===== src/rtl/decode_sequencer.sv =====
// Buffered instruction decoder: a QDEPTH-entry FIFO feeds a per-instruction FSM that
// issues register-file steps over a valid/ready handshake. Define DECODE_ERR_CNT_EN to add err_cnt.
module decode_sequencer #(
  parameter int WORD_W = 16,
  parameter int QDEPTH = 2
) (
  input  logic              clk,
  input  logic              resetn,
  input  logic              in_valid,
  output logic              in_ready,
  input  logic [15:0]       instr,
  output logic              step_valid,
  input  logic              step_ready,
  output logic [2:0]        nsel,
  output logic [2:0]        readnum,
  output logic [2:0]        writenum,
  output logic              step_write,
  output logic              step_last,
  output logic [2:0]        opcode,
  output logic [1:0]        op,
  output logic [1:0]        ALUop,
  output logic [1:0]        shift,
  output logic [WORD_W-1:0] sximm5,
  output logic [WORD_W-1:0] sximm8,
  output logic              busy,
  output logic              illegal
`ifdef DECODE_ERR_CNT_EN
  ,
  output logic [7:0]        err_cnt
`endif
);

  localparam int PTR_W = $clog2(QDEPTH);

  typedef enum logic [2:0] {
    S_IDLE  = 3'd0,
    S_RD_RN = 3'd1,
    S_RD_RM = 3'd2,
    S_WR_RD = 3'd3,
    S_WR_RN = 3'd4
  } state_t;

  // Entry state for an instruction class; S_IDLE marks an undecodable word.
  function automatic state_t f_first_state(input logic [15:0] ins);
    state_t s;
    case ({ins[15:13], ins[12:11]})
      5'b110_10:            s = S_WR_RN;
      5'b110_00:            s = S_RD_RM;
      5'b101_00, 5'b101_10: s = S_RD_RN;
      5'b101_01:            s = S_RD_RN;
      5'b101_11:            s = S_RD_RM;
      default:              s = S_IDLE;
    endcase
    return s;
  endfunction

  function automatic logic f_is_cmp(input logic [15:0] ins);
    return ins[15:11] == 5'b101_01;
  endfunction

  function automatic logic [7:0] f_sat_inc(input logic [7:0] c);
    return (c == 8'hFF) ? c : c + 8'd1;
  endfunction

  logic [15:0]      r_mem [QDEPTH];
  logic [PTR_W-1:0] r_wptr, r_rptr;
  logic             r_full, r_empty;
  logic [15:0]      r_instr;
  logic             r_illegal;
  state_t           r_state, w_next_state;

  logic [PTR_W-1:0] w_wptr_nxt, w_rptr_nxt;
  logic [15:0]      w_head;
  logic             w_push, w_pop, w_accept;

  assign w_wptr_nxt = r_wptr + PTR_W'(1);
  assign w_rptr_nxt = r_rptr + PTR_W'(1);
  assign w_head     = r_mem[r_rptr];
  assign w_push     = in_valid && !r_full;
  assign w_accept   = step_valid && step_ready;
  // Pop either from idle or on the accepted last step, so sequences run back-to-back.
  assign w_pop      = !r_empty && ((r_state == S_IDLE) || (w_accept && step_last));

  assign in_ready = !r_full;
  assign busy     = (r_state != S_IDLE);
  assign illegal  = r_illegal;
  assign writenum = readnum;

  assign opcode = r_instr[15:13];
  assign op     = r_instr[12:11];
  assign ALUop  = r_instr[12:11];
  assign shift  = r_instr[4:3];
  assign sximm5 = {{(WORD_W-5){r_instr[4]}}, r_instr[4:0]};
  assign sximm8 = {{(WORD_W-8){r_instr[7]}}, r_instr[7:0]};

  always_comb begin
    step_valid = 1'b0;
    nsel       = 3'b000;
    readnum    = 3'd0;
    step_write = 1'b0;
    step_last  = 1'b0;
    case (r_state)
      S_RD_RN: begin
        step_valid = 1'b1;
        nsel       = 3'b001;
        readnum    = r_instr[10:8];
      end
      S_RD_RM: begin
        step_valid = 1'b1;
        nsel       = 3'b100;
        readnum    = r_instr[2:0];
        step_last  = f_is_cmp(r_instr);
      end
      S_WR_RD: begin
        step_valid = 1'b1;
        nsel       = 3'b010;
        readnum    = r_instr[7:5];
        step_write = 1'b1;
        step_last  = 1'b1;
      end
      S_WR_RN: begin
        step_valid = 1'b1;
        nsel       = 3'b001;
        readnum    = r_instr[10:8];
        step_write = 1'b1;
        step_last  = 1'b1;
      end
      default: ;
    endcase
  end

  always_comb begin
    w_next_state = r_state;
    if (w_pop) begin
      w_next_state = f_first_state(w_head);
    end else if (w_accept) begin
      if (step_last) begin
        w_next_state = S_IDLE;
      end else begin
        case (r_state)
          S_RD_RN: w_next_state = S_RD_RM;
          S_RD_RM: w_next_state = S_WR_RD;
          default: w_next_state = S_IDLE;
        endcase
      end
    end
  end

  always_ff @(posedge clk or negedge resetn) begin
    if (!resetn) begin
      r_state   <= S_IDLE;
      r_instr   <= 16'h0000;
      r_illegal <= 1'b0;
    end else begin
      r_state   <= w_next_state;
      r_illegal <= w_pop && (f_first_state(w_head) == S_IDLE);
      if (w_pop) begin
        r_instr <= w_head;
      end
    end
  end

  // FIFO storage holds data only; occupancy lives in the pointers and flags below.
  always_ff @(posedge clk) begin
    if (w_push) begin
      r_mem[r_wptr] <= instr;
    end
  end

  always_ff @(posedge clk or negedge resetn) begin
    if (!resetn) begin
      r_wptr  <= '0;
      r_rptr  <= '0;
      r_full  <= 1'b0;
      r_empty <= 1'b1;
    end else begin
      if (w_push) r_wptr <= w_wptr_nxt;
      if (w_pop)  r_rptr <= w_rptr_nxt;
      if (w_push && !w_pop) begin
        r_empty <= 1'b0;
        r_full  <= (w_wptr_nxt == r_rptr);
      end else if (w_pop && !w_push) begin
        r_full  <= 1'b0;
        r_empty <= (w_rptr_nxt == r_wptr);
      end
    end
  end

`ifdef DECODE_ERR_CNT_EN
  logic [7:0] r_err_cnt;

  always_ff @(posedge clk or negedge resetn) begin
    if (!resetn) begin
      r_err_cnt <= 8'd0;
    end else if (r_illegal) begin
      r_err_cnt <= f_sat_inc(r_err_cnt);
    end
  end

  assign err_cnt = r_err_cnt;
`endif

endmodule


===== config.mk =====
export PLATFORM = sky130hd
export DESIGN_NAME = decode_sequencer
export DESIGN_NICKNAME = d
export VERILOG_FILES = /design/src/rtl/decode_sequencer.sv
export SDC_FILE = /design/constraint.sdc
export NUM_CORES = 1
export LEC_CHECK = 0
export ABC_AREA = 1
export BUFFER_PORTS_ARGS = -buffer_cell sky130_fd_sc_hd__buf_2
export CORE_MARGIN = 2
export CORE_UTILIZATION = 56
export DETAILED_ROUTE_END_ITERATION = 16
export HOLD_SLACK_MARGIN = 0.12
export PLACE_DENSITY = 0.85
export SKIP_LAST_GASP = 1
export SLEW_MARGIN = 20
export SYNTH_ARGS = -nofsm -noshare
export SYNTH_HDL_FRONTEND = slang
export SYNTH_SLANG_ARGS = --single-unit

===== constraint.sdc =====
create_clock -name clk -period 3.6 [get_ports clk]
set_clock_uncertainty 0.15 [all_clocks]
set_input_delay 0.72 -clock clk [delete_from_list [all_inputs] [get_ports clk]]
set_output_delay 0.72 -clock clk [all_outputs]
set_load 0.005 [all_outputs]

==> results.yml <==
yosys:
  yosys-top-cells-area: "edfxtp_1 35%, dfrtp_1 21%, buf_4 12%"
  ys_seq_area_frac: 0.567
  synth_largest_area_cell: "edfxtp_1"
  synthesis.area_sq_um: 2760
  synthDistinctLibCells: 25
  postSynthCellCount: 260
  synth_top_area_frac: 0.348
  yosys_register_bits: 56
  synth_warnings: 0
  synth_area_per_cell_sq_um: 10.6
  syn_nets: 281
placed_design:
  place_hpwl_microns: 3130
  gp_congestion: 0.745
  io_buffer_count: 75
worst_setup_path:
  critPathMaxFanout: 5
  cp.required_ns: 2.73
  critPathKind: "flop to primary output"
  endpoint_kind: "primary output"
  crit_arrival_ns: 1.42
  worstSetupStartpointType: "flop"
global_route:
  grt_pass1_wl_microns: 6770
  antenna_found_initial: 0
  grt_pass1_vias: 1545
  grt_usage: 0.166
  gr-total-overflow: 0
  grt_start_max_net_pins: 42
cts:
  clk_latency_ns: 0.31
  clockBufferDepth: 2
  cts.repair.resized: 0
  cts_htree_levels: 2
  cts_tree: "done"
  numCtsBuffers: 5
  root_buffer: "clkbuf_8"
  cts_hold_buffers: 0
  path_clk_slew_ns: 0.10
  cts_setup_buffers: 0
  numClockSinks: 56
cells_and_area:
  nNetsFinal: 315
  syn2layout_area_growth_pct: 6.67
  antenna_cells: 0
  layout_commonest_cell: "buf_2"
  final_core_util: 0.623
  drive_gt1_frac: 0.380
  final_cell_mix: "75 x buf_2, 64 x nand2_1, 32 x edfxtp_1, 23 x dfrtp_1, 19 x inv_1"
  nFillCells: 356
detailed_routing:
  drcViolationCount: 0
  wirelength_microns: 4260
  viasPerCell: 4.72
  drtIter0Drc: 97
  vias: 1709
  wire_per_inst_microns: 11.8
  ant_nets: 0
  drtPass1Iterations: 4
timing:
  rsz0062_at_grt: "no"
  worstMarginPinSlew_ns: 0.812
  fmax_mhz: 436
  period_share: 0.636
  drv_slew: 0
  holdWs_ns: 0.218
  setup_viol: 0
  fin_crit_ns: 2.29
  fin_tns_setup_ns: 0
  hold_viol_final: 0
  max_slew_margin: 0.459
floorplanning:
  fp.coreArea_sq_um: 4720
  initial_core_util: 0.584
  boundaryPins: 76
  die_x_microns: 74.2
  die_area_sq_um: 5500
  dieHeight_microns: 74.2
  placementRows: 25
hold_path:
  hold_path_class: "input port to async pin"
power:
  ir_drop_uv: 189
  power_density_nw_per_um2: 356
  p_leak_nw: 1.48
status:
  status: "finished, final reports clean"
run:
  maxCapViolCount: 0
[logic make-up (layout without fill, tap and decap cells)]
group,after synthesis,after routing,share of synthesized area
simple gates,95,95,0.144
buf+inv,70,105,0.167
flops,56,56,0.567
compound gates,25,25,0.0717
mux,11,11,0.0399
xor+xnor,2,2,0.00635
fa+ha+maj,1,1,0.00454
[layer usage]
| layer | up-vias | track usage | part of all wire |
|---|---|---|---|
| met5 | - | 0 | 0 |
| met4 | 0 | 0.0788 | 0.012 |
| met3 | 4 | 0.0488 | 0.064 |
| met2 | 55 | 0.269 | 0.47 |
| met1 | 779 | 0.206 | 0.45 |
| li1 | 871 | - | - |
[stage by stage]
stage               cell area [sq um]  instances  setup slack, ns  power, mW
finish                           2940        362             1.31       1.05
global route                     2940        362             1.11       1.08
CTS                              2940        362             1.29       1.06
detailed placement               2850        354             1.19      0.710
global placement                 2850        354             1.29      0.709
floorplan                        2760        260             1.54      0.693
[sequential cells by signal, indices dropped and copies added (netlist names)]
| signal | flops |
|---|---|
| r_rptr | 1 |
| r_wptr | 1 |
| illegal | 1 |
| r_full | 1 |
| r_state | 3 |
| r_empty | 1 |
| r_instr | 16 |
| r_mem | 32 |
[path summary, 6_finish.rpt]
check	from	endpoint	slack [ns]	cells after the start
setup / recovery	r_state[2]$_DFFE_PN0P_	writenum[1]	1.31	6
hold / removal	resetn	illegal$_DFF_PN0_	0.22	1
setup reg to reg	r_state[1]$_DFFE_PN0P_	r_full$_DFFE_PN0P_	1.33	10
hold reg to reg	r_instr[10]$_DFFE_PN0P_	r_instr[10]$_DFFE_PN0P_	0.35	2
max in group asynchronous	resetn	r_empty$_DFFE_PN1P_	2.72	1
min in group clk	r_instr[10]$_DFFE_PN0P_	r_instr[10]$_DFFE_PN0P_	0.35	2
[report_power, final]
part           switching (mW)  internal, mW  leakage (nW)  total [mW]
Combinational         0.00998       0.00733         0.826      0.0173
Clock                   0.207         0.143        0.0491       0.350
Sequential                  0         0.678         0.609       0.678
Total                   0.217         0.829          1.48        1.05
[worst max-delay path, cell delays in order, from the launching register on]
cell and delay (ns):
dfrtp_1 0.45, inv_2 0.08, nand3_2 0.11, inv_1 0.10, a22oi_1 0.15, nand2_1 0.08, buf_2 0.13
[synth_stat cells]
cell,count
nor2_2,1
a22oi_1,1
inv_1,19
mux2i_1,11
inv_2,1
nor2_1,13
nor3_1,1
buf_6,4
edfxtp_1,32
dfrtp_1,23
nand3_1,10
nand2_4,1
nand2_1,64
ha_1,1
xor2_1,2
buf_4,44
nand3_2,1
o21ai_0,4
or2_2,1
dfstp_2,1
nand2_2,3
buf_2,2
a21oi_1,1
o21ai_2,18
o21a_1,1
[area by class of cell]
| cell class | instances | area (sq um) | area share |
|---|---|---|---|
| Inverter | 20 | 75.1 | 0.0255 |
| Multi-Input combinational cell | 134 | 734 | 0.250 |
| Sequential cell | 56 | 1560 | 0.531 |
| Clock inverter | 3 | 26.3 | 0.00893 |
| Timing Repair Buffer | 77 | 390 | 0.133 |
| Clock buffer | 5 | 68.8 | 0.0234 |
| Tap cell | 67 | 83.8 | 0.0285 |
(Power assumes the default switching activity.)
